===== config.mk =====
export PLATFORM = sky130hd
export DESIGN_NAME = skew_feeder
export DESIGN_NICKNAME = d
export VERILOG_FILES = /design/src/rtl/skew_pkg.sv /design/src/rtl/skew_delay_line.sv /design/src/rtl/skew_feeder.sv
export SDC_FILE = /design/constraint.sdc
export NUM_CORES = 1
export LEC_CHECK = 0
export CAP_MARGIN = 20
export CORE_MARGIN = 4
export CORE_UTILIZATION = 49
export DETAILED_ROUTE_END_ITERATION = 7
export PLACE_DENSITY = 0.9
export SETUP_SLACK_MARGIN = 0.3
export SLEW_MARGIN = 20
export SYNTH_ARGS = -nofsm -noshare
export SYNTH_HDL_FRONTEND = slang
export SYNTH_SLANG_ARGS = --single-unit

===== constraint.sdc =====
create_clock -name clk -period 4.9 [get_ports clk]
set_input_delay 0.98 -clock clk [delete_from_list [all_inputs] [get_ports clk]]
set_output_delay 0.98 -clock clk [all_outputs]
set_load 0.02 [all_outputs]

===== src/rtl/skew_pkg.sv =====
// -----------------------------------------------------------------------------
// skew_pkg
// Shared definitions for the skew feeder and the triangular array it drives:
//   - state_t        : feeder control states (IDLE, STREAM, DRAIN)
//   - DEFAULT_N_DIM  : default number of array columns
//   - DEFAULT_DATA_W : default element width
// -----------------------------------------------------------------------------
package skew_pkg;

    typedef enum logic [1:0] {
        IDLE   = 2'd0,
        STREAM = 2'd1,
        DRAIN  = 2'd2
    } state_t;

    localparam int DEFAULT_N_DIM  = 3;
    localparam int DEFAULT_DATA_W = 16;

endpackage


===== src/rtl/skew_delay_line.sv =====
// -----------------------------------------------------------------------------
// skew_delay_line
// Fixed-depth shift register that advances only when en is high.
// Ports:
//   clk   : clock, rising-edge active
//   rst_n : synchronous active-low reset, clears every stage
//   en    : advance enable; all stages hold when low
//   d     : word entering stage 0
//   q     : word leaving the last stage (DEPTH cycles after entry)
// -----------------------------------------------------------------------------
module skew_delay_line
    import skew_pkg::*;
#(
    parameter int DEPTH = 1,
    parameter int WIDTH = 1
) (
    input  logic             clk,
    input  logic             rst_n,
    input  logic             en,
    input  logic [WIDTH-1:0] d,
    output logic [WIDTH-1:0] q
);

    logic [WIDTH-1:0] stage_reg [DEPTH];

    always_ff @(posedge clk) begin
        if (!rst_n) begin
            for (int i = 0; i < DEPTH; i++) begin
                stage_reg[i] <= '0;
            end
        end else if (en) begin
            stage_reg[0] <= d;
            for (int i = 1; i < DEPTH; i++) begin
                stage_reg[i] <= stage_reg[i-1];
            end
        end
    end

    assign q = stage_reg[DEPTH-1];

endmodule


===== src/rtl/skew_feeder.sv =====
// -----------------------------------------------------------------------------
// skew_feeder
// Accepts matrix rows and skews the columns so that column i reaches the
// triangular array i+1 cycles after the row is accepted.
// Ports:
//   clk, rst_n  : clock and synchronous active-low reset
//   en          : global advance enable shared with the array
//   s_valid / s_ready / s_data / s_last : upstream row handshake
//   v_data, v_valid : skewed per-column element and valid flags
//   frame_done  : one-cycle pulse on the final element of a frame
//   busy        : state is not IDLE
//   err_overrun : sticky, a frame was cut off at MAX_ROWS without s_last
// -----------------------------------------------------------------------------
module skew_feeder
    import skew_pkg::*;
#(
    parameter int N_DIM    = DEFAULT_N_DIM,
    parameter int DATA_W   = DEFAULT_DATA_W,
    parameter int MAX_ROWS = 8
) (
    input  logic                    clk,
    input  logic                    rst_n,
    input  logic                    en,
    input  logic                    s_valid,
    output logic                    s_ready,
    input  logic [N_DIM*DATA_W-1:0] s_data,
    input  logic                    s_last,
    output logic [N_DIM*DATA_W-1:0] v_data,
    output logic [N_DIM-1:0]        v_valid,
    output logic                    frame_done,
    output logic                    busy,
    output logic                    err_overrun
);

    localparam int CNT_W = $clog2(MAX_ROWS + 1);

    state_t           state_reg;
    logic [CNT_W-1:0] row_cnt_reg;
    logic             err_overrun_reg;

    logic accept;
    logic at_max;
    logic terminating;
    logic last_q;

    // s_ready already folds in en and rst_n, so accept implies en=1.
    assign s_ready     = en && rst_n && (state_reg != DRAIN);
    assign accept      = s_valid && s_ready;
    // Counter holds rows accepted so far; at MAX_ROWS-1 the current row is row MAX_ROWS.
    assign at_max      = (row_cnt_reg == CNT_W'(MAX_ROWS - 1));
    assign terminating = s_last || at_max;

    always_ff @(posedge clk) begin
        if (!rst_n) begin
            state_reg       <= IDLE;
            row_cnt_reg     <= '0;
            err_overrun_reg <= 1'b0;
        end else if (en) begin
            if (accept) begin
                if (terminating) begin
                    row_cnt_reg <= '0;
                    state_reg   <= DRAIN;
                    if (!s_last) begin
                        err_overrun_reg <= 1'b1;
                    end
                end else begin
                    row_cnt_reg <= row_cnt_reg + 1'b1;
                    state_reg   <= STREAM;
                end
            end else if (state_reg == DRAIN && frame_done) begin
                state_reg <= IDLE;
            end
        end
    end

    // One delay line per column; any non-accept cycle with en high pushes a
    // zero bubble. The last column also carries the end-of-frame marker.
    genvar gi;
    generate
        for (gi = 0; gi < N_DIM; gi++) begin : g_col
            logic [DATA_W-1:0] col_d;
            logic [DATA_W-1:0] col_q;
            logic              col_vq;

            assign col_d = accept ? s_data[gi*DATA_W +: DATA_W] : '0;

            if (gi == N_DIM - 1) begin : g_last
                logic [DATA_W+1:0] line_q;

                skew_delay_line #(
                    .DEPTH (gi + 1),
                    .WIDTH (DATA_W + 2)
                ) u_delay (
                    .clk   (clk),
                    .rst_n (rst_n),
                    .en    (en),
                    .d     ({accept && terminating, accept, col_d}),
                    .q     (line_q)
                );

                assign last_q = line_q[DATA_W+1];
                assign col_vq = line_q[DATA_W];
                assign col_q  = line_q[DATA_W-1:0];
            end else begin : g_mid
                logic [DATA_W:0] line_q;

                skew_delay_line #(
                    .DEPTH (gi + 1),
                    .WIDTH (DATA_W + 1)
                ) u_delay (
                    .clk   (clk),
                    .rst_n (rst_n),
                    .en    (en),
                    .d     ({accept, col_d}),
                    .q     (line_q)
                );

                assign col_vq = line_q[DATA_W];
                assign col_q  = line_q[DATA_W-1:0];
            end

            assign v_data[gi*DATA_W +: DATA_W] = col_q;
            assign v_valid[gi]                 = col_vq;
        end
    endgenerate

    assign frame_done  = v_valid[N_DIM-1] && last_q;
    assign busy        = (state_reg != IDLE);
    assign err_overrun = err_overrun_reg;

endmodule


==> run metrics, run 1 <==
status complete, no violations; Rel. slew slack about 40%; Worst path slowest cell clkdlybuf4s50_1; Crit Path Max Fanout just over 60; gate count of the mapped netlist 292; placed cell count about 460; CP peak stage delay ~0.6 ns; CP endpoint kind output pin; #FFs+latches synth 109; Setup Viol. Count Final 0; Die Width 103 um; Residual DRC 0; Post-DRT Antenna Nets 0; DRT Wirelength between 7000 and 8000 um; violation count after the first detailed-route iteration 174; WS Path Type in2out; initial antenna violation count 0; placed inst area 5290 um2; global-route layer with the greatest usage met2; Pint about 1.4 mW; VDD IR-drop max between 0.15 and 0.2 mV; Top delay family on crit path buffers and inverters; crit path setup slack, layout about 1.6 ns; port bufs ~110; crit path launch type input port; FF/Latch Area roughly 3200 um2; root buffer cell clkbuf_8; Detailed Routing Iterations Pass 1 4; Crit path required time 3.92 ns; GR Layer Usage met1 ~17%; H-tree depth 3; Tot GR Track Use about 14%; share of cells above drive strength 1 roughly 7.6%; post-CTS resize count 0; Leakage 2.24 nW; Skew-Pair Late Insertion Delay 0.36 ns; clk_skew a little over 0.008 ns; CTS tree done; Setup Buffers After CTS 0; number of diodes 0; Via Count around 2400; num ports between 100 and 150; Worst-path clk slew 0.09 ns; global route overflow 0; final hold slack ~0.47 ns; Sw Ratio between 20% and 30%; WL per Instance roughly 15 um; Seq pwr share around three fifths; Avg Inst Size Synth approximately 15 um2; Gate power share between 10% and 20%; Slew Viols, Final 0; GP Congestion ~0.67; Vias/cell 5.00; Hold Vio Cnt, Final 0; Final Cell Area 5490 um2; met3 usage 3.45%; Tightest Pin Transition approximately 0.89 ns; Hold/Removal Path Class reg2reg; vias in the first global route between 2000 and 2500; worst path bufs/invs 3; Core Rows 34; Post-DP HPWL just under 5000 um; TNS Setup 0 ns; worst reg2reg path depth 4; max reg flops 53; Synth-to-Final Area Change 25.2%; Starting Density between 50% and 60%; post-synth cell types 29; Net Switching about 400 uW; pre-CTS WS between 1 and 1.5 ns; crit share post-route roughly 68%; CP Cell Sequence buf_2 > buf_4 > and3_1 > clkdlybuf4s50_1; first-pass GRT wire length 11400 um; total design power between 1.5 and 2 mW; Seq/Total Area, Yosys between 70% and 80%; CP arrival around 2.3 ns; Final min period around 3.3 ns; clk sinks 109; Fillers between 600 and 700; fin nets ~420; Power Dens Cells around 330 nW/um2; RSZ-0062 raised after global routing no; cts hold-fix bufs 0; met2 global-route usage 24.2%; DIE AREA about 11000 um2; Synth warnings 0; largest net degree at the start of global routing 70; number of cells on the critical path 4; Clock Power Share between 20% and 30%; f_max 301 MHz; maxcap violations 0; Post-Layout Cell Count about 480; Multi-input gate area 841 um2; Die Y slightly above 100 um; CTS max path bufs 2; cell area after synthesis roughly 4400 um2; Post-Route Utilization a little over three fifths; Hold Path Depth 1; Mapped Nets between 300 and 400; core area 8720 um2; total CTS buffers 9
-- cells in the final DEF (no fill, tap or decap), drive strengths merged, types with 2 or more instances in the layout --
cell type,synthesis,routed
and2,49,49
dfxtp,7,7
nand2,4,4
clkinv,1,3
buf,41,5
edfxtp,102,102
a31oi,2,2
clkbuf,11,9
nand3,2,2
nor4b,2,2
clkinvlp,0,3
clkdlybuf4s50,0,106
inv,2,3
and3,53,53
a21oi,2,2
nand2b,2,2
-- per-layer routing --
layer  share of wire (%)  vias to the layer above
met1                  40                     1137
met2                  51                       68
met4                 2.3                        0
li1                    -                     1155
met3                 6.1                       15
met5                   0                        -
-- path summary, 6_finish.rpt --
| check | endpoint | slack, ns | from |
|---|---|---|---|
| max | s_ready | 1.58 | rst_n |
| max reg2reg | row_cnt_reg[3] | 3.40 | row_cnt_reg[0] |
| min | err_overrun | 0.47 | err_overrun |
| min reg2reg | err_overrun | 0.47 | err_overrun |
-- cell usage after synthesis --
cell type	instances	share of area, %
inv_1	2	0.17
or2_2	1	0.14
buf_4	35	6.0
nand4_4	1	0.48
a21oi_1	2	0.23
a31o_1	1	0.20
and2_1	49	7.0
o41ai_2	1	0.37
a21o_1	1	0.17
o211ai_1	1	0.17
nor4b_1	2	0.40
a31oi_1	2	0.29
ha_1	1	0.29
o22ai_1	1	0.14
nand3b_1	1	0.17
a41o_1	1	0.23
clkinv_4	1	0.20
nand3_1	2	0.23
and3_1	53	7.6
dfxtp_1	7	3.2
edfxtp_1	102	70
clkbuf_1	11	0.94
nor2_1	1	0.085
buf_2	6	0.68
nand2b_1	1	0.14
nand2b_2	1	0.20
o21ai_0	1	0.11
nand2_1	3	0.26
nand2_2	1	0.14
-- final cells by class --
type	count	area share [%]
clock buffer	9	2.26
clock inverter	7	1.37
inverter	3	0.296
multi-input combinational	128	15.3
sequential	109	58.3
tap	108	2.46
timing repair buffer	111	20.0
-- cell families (layout without fill, tap and decap cells) --
kind of cell,count (synthesis),in the layout,synth area share [%]
buf+inv,55,130,7.99
compound gates,11,11,1.91
flops,109,109,73.0
fa+ha+maj,1,1,0.285
simple gates,116,116,16.8
-- power groups by stage --
stage / clock [mW] / combinational, mW / sequential, mW
after floorplan: 0 / 0.0946 / 1.12
after global placement: 0 / 0.184 / 1.11
after detailed placement: 0 / 0.190 / 1.11
after CTS: 0.546 / 0.190 / 1.09
after global routing: 0.584 / 0.200 / 1.09
final: 0.535 / 0.187 / 1.09
(Power assumes the default switching activity.)
==> run 2, diff against run 1 <==
--- a/config.mk
+++ b/config.mk
@@ -7,9 +7,9 @@
 export LEC_CHECK = 0
 export CAP_MARGIN = 20
 export CORE_MARGIN = 4
-export CORE_UTILIZATION = 49
+export CORE_UTILIZATION = 44
 export DETAILED_ROUTE_END_ITERATION = 7
-export PLACE_DENSITY = 0.9
+export PLACE_DENSITY = 0.86
 export SETUP_SLACK_MARGIN = 0.3
 export SLEW_MARGIN = 20
 export SYNTH_ARGS = -nofsm -noshare
==> constraint.sdc (replaced) <==
create_clock -name clk -period 2.75 [get_ports clk]
set_input_delay 0.55 -clock clk [delete_from_list [all_inputs] [get_ports clk]]
set_output_delay 0.55 -clock clk [all_outputs]
set_load 0.02 [all_outputs]
==> run 2 against run 1 <==
Net effect: cell count grew 5.3%; first-iteration DRC count fell by 53%; clock skew down 0.0030 ns; combinational power is 82% higher; flip-flop and latch count unchanged; routed wire length up 2.7%.
==> run metrics, run 2 (synthesis gave the netlist of run 1 again) <==
H-tree depth 3; Power Dens Cells 574 nW/um2; global route overflow 0; CTS tree done; Worst path slowest cell clkdlybuf4s50_1; VDD IR-drop max between 0.2 and 0.25 mV; crit share post-route between 80% and 90%; num ports 108; Worst-path clk slew approximately 0.090 ns; Tightest Pin Transition 0.496 ns; CP endpoint kind output pin; Post-Layout Cell Count 500; Rel. slew slack between 60% and 70%; Tot GR Track Use a little over an eighth; Post-DRT Antenna Nets 0; WS Path Type in2out; CTS max path bufs 2; uppermost routed layer met4; max reg flops 53; status complete, no violations; CP arrival between 1.5 and 2 ns; Leakage roughly 2.3 nW; initial antenna violation count 0; vias in the first global route roughly 2400; Via Count 2339; violation count after the first detailed-route iteration 82; Crit Path Max Fanout 2; CP most frequent cell clkdlybuf4s50_1; f_max about 430 MHz; DIE AREA roughly 12000 um2; placed cell count a little under 500; first-pass GRT wire length roughly 12000 um; Die Width roughly 110 um; share of cells above drive strength 1 6.81%; Post-DP HPWL between 5000 and 6000 um; CP Cell Sequence clkdlybuf4s50_1 > and3_1 > clkdlybuf4s50_1; GP Congestion between 0.7 and 0.8; DRT Wirelength 7560 um; Setup Viol. Count Final 0; Hold/Removal Path Class reg2reg; Detailed Routing Iterations Pass 1 4; total CTS buffers 9; post-CTS resize count 0; Residual DRC 0; clk sinks 109; Starting Density a little under half; root buffer cell clkbuf_8; fin nets 416; Synth-to-Final Area Change 26.0%; most frequent cells in the layout clkdlybuf4s50_1, edfxtp_1, and3_1; TNS Setup 0 ns; Vias/cell between 4 and 5; met2 routed WL roughly 4000 um; RSZ-0062 raised after global routing no; worst path bufs/invs 2; port bufs ~110; Top delay family on crit path buffers and inverters; Die Y about 110 um; maxcap violations 0; Setup Buffers After CTS 0; met3 wire len 386 um; Skew-Pair Late Insertion Delay 0.36 ns; crit path launch type input port; WL per Instance about 15 um; core area slightly below 10000 um2; final hold slack approximately 0.47 ns; Crit path required time ~2.2 ns; Hold Vio Cnt, Final 0; Core Rows 36; cts hold-fix bufs 0; metal1 wirelength between 3000 and 4000 um; number of diodes 0; Final min period roughly 2.3 ns; largest net degree at the start of global routing around 60; clk_skew 0.00525 ns; most common cell after layout, fill and taps aside clkdlybuf4s50_1; Slew Viols, Final 0; CP peak stage delay about 0.59 ns
run 2: cell types whose count changed in the layout (fill, tap and decap cells not counted), sizes merged:
cell / before / now
clkinv: 3 / 7
clkinvlp: 3 / 0
inv: 3 / 2
run 2: routing by layer:
layer	global-route usage [%]	vias to the layer above
met5	0	-
met4	4.69	0
met2	22.6	59
li1	-	1156
met1	16.7	1114
met3	4.08	10
run 2: final cells by class:
cell class	instances	area [um2]
Inverter	3	16.3
Multi-Input combinational cell	128	841
Clock inverter	7	56.3
Fill cell	798	4200
Tap cell	133	166
Sequential cell	109	3200
Clock buffer	9	124
Timing Repair Buffer	111	1120
run 2: worst paths after layout:
check / slack, ns / end / cells past startpoint / startpoint
max: 0.44 / s_ready / 3 / en
min: 0.47 / err_overrun / 1 / err_overrun
max reg2reg: 1.23 / row_cnt_reg[3] / 4 / row_cnt_reg[0]
min reg2reg: 0.47 / err_overrun / 1 / err_overrun
run 2: metrics by stage:
stage	util [%]	setup slack (ns)	power [mW]	area (um2)
floorplan	-	0.758	2.16	4390
global placement	55.0	0.377	2.31	5350
detailed placement	55.0	0.234	2.32	5350
CTS	56.8	0.436	3.21	5530
global route	56.8	0.388	3.30	5530
finish	56.8	0.444	3.17	5530
run 2: power by group:
part / leakage [nW] / switching [mW] / internal (mW)
sequential: 1.19 / 0.0254 / 1.91
combinational: 0.974 / 0.164 / 0.176
clock: 0.0953 / 0.493 / 0.408
total: 2.26 / 0.683 / 2.49
==> run 3, diff against run 2 <==
--- a/config.mk
+++ b/config.mk
@@ -7,9 +7,9 @@
 export LEC_CHECK = 0
 export CAP_MARGIN = 20
 export CORE_MARGIN = 4
-export CORE_UTILIZATION = 44
+export CORE_UTILIZATION = 49
 export DETAILED_ROUTE_END_ITERATION = 7
-export PLACE_DENSITY = 0.86
+export PLACE_DENSITY = 0.9
 export SETUP_SLACK_MARGIN = 0.3
 export SLEW_MARGIN = 20
 export SYNTH_ARGS = -nofsm -noshare
==> constraint.sdc (replaced) <==
create_clock -name clk -period 2.3 [get_ports clk]
set_input_delay 0.46 -clock clk [delete_from_list [all_inputs] [get_ports clk]]
set_output_delay 0.46 -clock clk [all_outputs]
set_load 0.02 [all_outputs]
==> run 3 against run 2 <==
Net effect: clock skew grew 0.0064 ns; power increased by 31%; critical path depth stayed put; flip-flop and latch count unchanged; largest power group unchanged.
==> run metrics, run 3 (synthesis gave the netlist of run 1 again) <==
worst hold endpoint err_overrun; maxcap violations 0; Crit Path Max Fanout 2; final hold slack roughly 0.46 ns; RSZ-0062 raised after global routing no; initial antenna violation count 0; worst reg2reg path depth 4; Power Dens Cells 744 nW/um2; WS Path Type in2out; Worst path slowest cell clkdlybuf4s50_1; Seq pwr share a little under three fifths; f_max around 540 MHz; Slew Viols, Final 0; FF-to-FF End row_cnt_reg[3]; global route overflow 0; root buffer cell clkbuf_8; crit path setup slack, layout roughly 0.43 ns; Final min period roughly 1.9 ns; violation count after the first detailed-route iteration ~130; first-pass GRT wire length between 10000 and 15000 um; Gate power share ~9.8%; Skew-Pair Late Insertion Delay 0.36 ns; fin nets between 400 and 500; H-tree depth 3; CTS tree done; Net Switching 831 uW; Rel. slew slack 66.0%; Clock Power Share around 34%; Post-DRT Antenna Nets 0; Pint ~3.3 mW; DIE AREA roughly 11000 um2; share of cells above drive strength 1 7.08%; GP Congestion about 0.69; max reg flops between 50 and 60; DRT Wirelength between 7000 and 8000 um; R2R Setup Slk between 0.7 and 0.8 ns; Detailed Routing Iterations Pass 1 4; most common cell after layout, fill and taps aside clkdlybuf4s50_1; Die Width roughly 100 um; port bufs 107; Crit path required time 1.84 ns; CP Cell Sequence clkdlybuf4s50_1 > and3_1 > dlygate4sd2_1; WL per Instance between 15 and 20 um; status complete, no violations; worst flop-to-flop path startpoint row_cnt_reg[0]; num ports roughly 110; Hold Vio Cnt, Final 0; clk_skew roughly 0.012 ns; Post-DP HPWL approximately 4800 um; Leakage 2.32 nW; vias in the first global route approximately 2300; Core Rows 34; CTS max path bufs 2; Worst-path clk slew approximately 0.1 ns; Synth-to-Final Area Change 27.1%; worst path bufs/invs 2; CP arrival 1.41 ns; Crit. Startpoint en; clk sinks 109; core area 8720 um2; largest net degree at the start of global routing slightly above 60; CP peak stage delay ~0.48 ns; Vias/cell between 5 and 6; Setup Viol. Count Final 0; Residual DRC 0; pre-CTS WS 0.153 ns; CP endpoint kind output pin; Sw Ratio roughly a fifth; Hold Path Depth 1; crit path launch type input port; most frequent cells in the layout clkdlybuf4s50_1, edfxtp_1, and3_1; crit share post-route around 80%; total CTS buffers 9; Tightest Pin Transition between 0.5 and 0.6 ns; Die Y approximately 100 um; Via Count approximately 2400; VDD IR-drop max 0.336 mV; Tot GR Track Use between 10 and 15%; number of cells on the critical path 3; Hold/Removal Path Class reg2reg; number of diodes 0; hold path start err_overrun; Starting Density 50.3%; Top delay family on crit path buffers and inverters; Setup Buffers After CTS 0; TNS Setup 0 ns
[run 3: layer usage]
layer | GRT usage (%) | wire length [um] | vias up
li1 | - | - | 1154
met1 | 18.8 | 3070 | 1142
met2 | 23.8 | 3760 | 73
met3 | 3.04 | 428 | 12
met4 | 6.36 | 143 | 0
met5 | 0 | 0 | -
[run 3: worst reg2reg max path, stage by stage, from the launching register on]
cell     delay, ns
dfxtp_1       0.36
ha_1          0.24
a31oi_1       0.40
nand2_2       0.14
o41ai_2       0.31
[run 3: final cells by class]
cell class	instances	area, um2
Clock inverter	5	124
Timing Repair Buffer	112	1130
Tap cell	108	135
Multi-Input combinational cell	128	841
Fill cell	642	3150
Inverter	3	16.3
Sequential cell	109	3200
Clock buffer	10	128
[run 3: stage by stage]
| step | utilization, % | cell area, um2 | instances | total power [mW] |
|---|---|---|---|---|
| 3_3_place_gp | 61.0 | 5320 | 460 | 2.76 |
| 5_1_grt | 63.9 | 5580 | 475 | 4.30 |
| 6_report | 63.9 | 5580 | 475 | 4.15 |
| 3_5_place_dp | 61.0 | 5320 | 460 | 2.77 |
| 2_1_floorplan | - | 4390 | 292 | 2.58 |
| 4_1_cts | 63.9 | 5570 | 475 | 4.19 |
[run 3: how the worst max path moves through the flow]
stage,endpoint,slack (ns)
global placement,s_ready,0.17
detailed placement,s_ready,0.15
global route,s_ready,0.37
finish,s_ready,0.43
CTS,frame_done,0.35
floorplan,g_col[0].g_mid.u_delay.stage_reg[0][0],0.40
[run 3: repair_timing]
action,4_1_cts,5_1_grt
gates cloned,0,0
gates resized for setup,2,1
hold buffers,0,0
endpoints found under the setup margin,2,1
[run 3: power groups by stage]
| stage | Clock, mW | Sequential (mW) | Combinational (mW) |
|---|---|---|---|
| after floorplan | 0 | 2.37 | 0.203 |
| after global placement | 0 | 2.35 | 0.402 |
| after detailed placement | 0 | 2.36 | 0.412 |
| after CTS | 1.46 | 2.32 | 0.412 |
| after global routing | 1.54 | 2.32 | 0.434 |
| final | 1.43 | 2.31 | 0.406 |
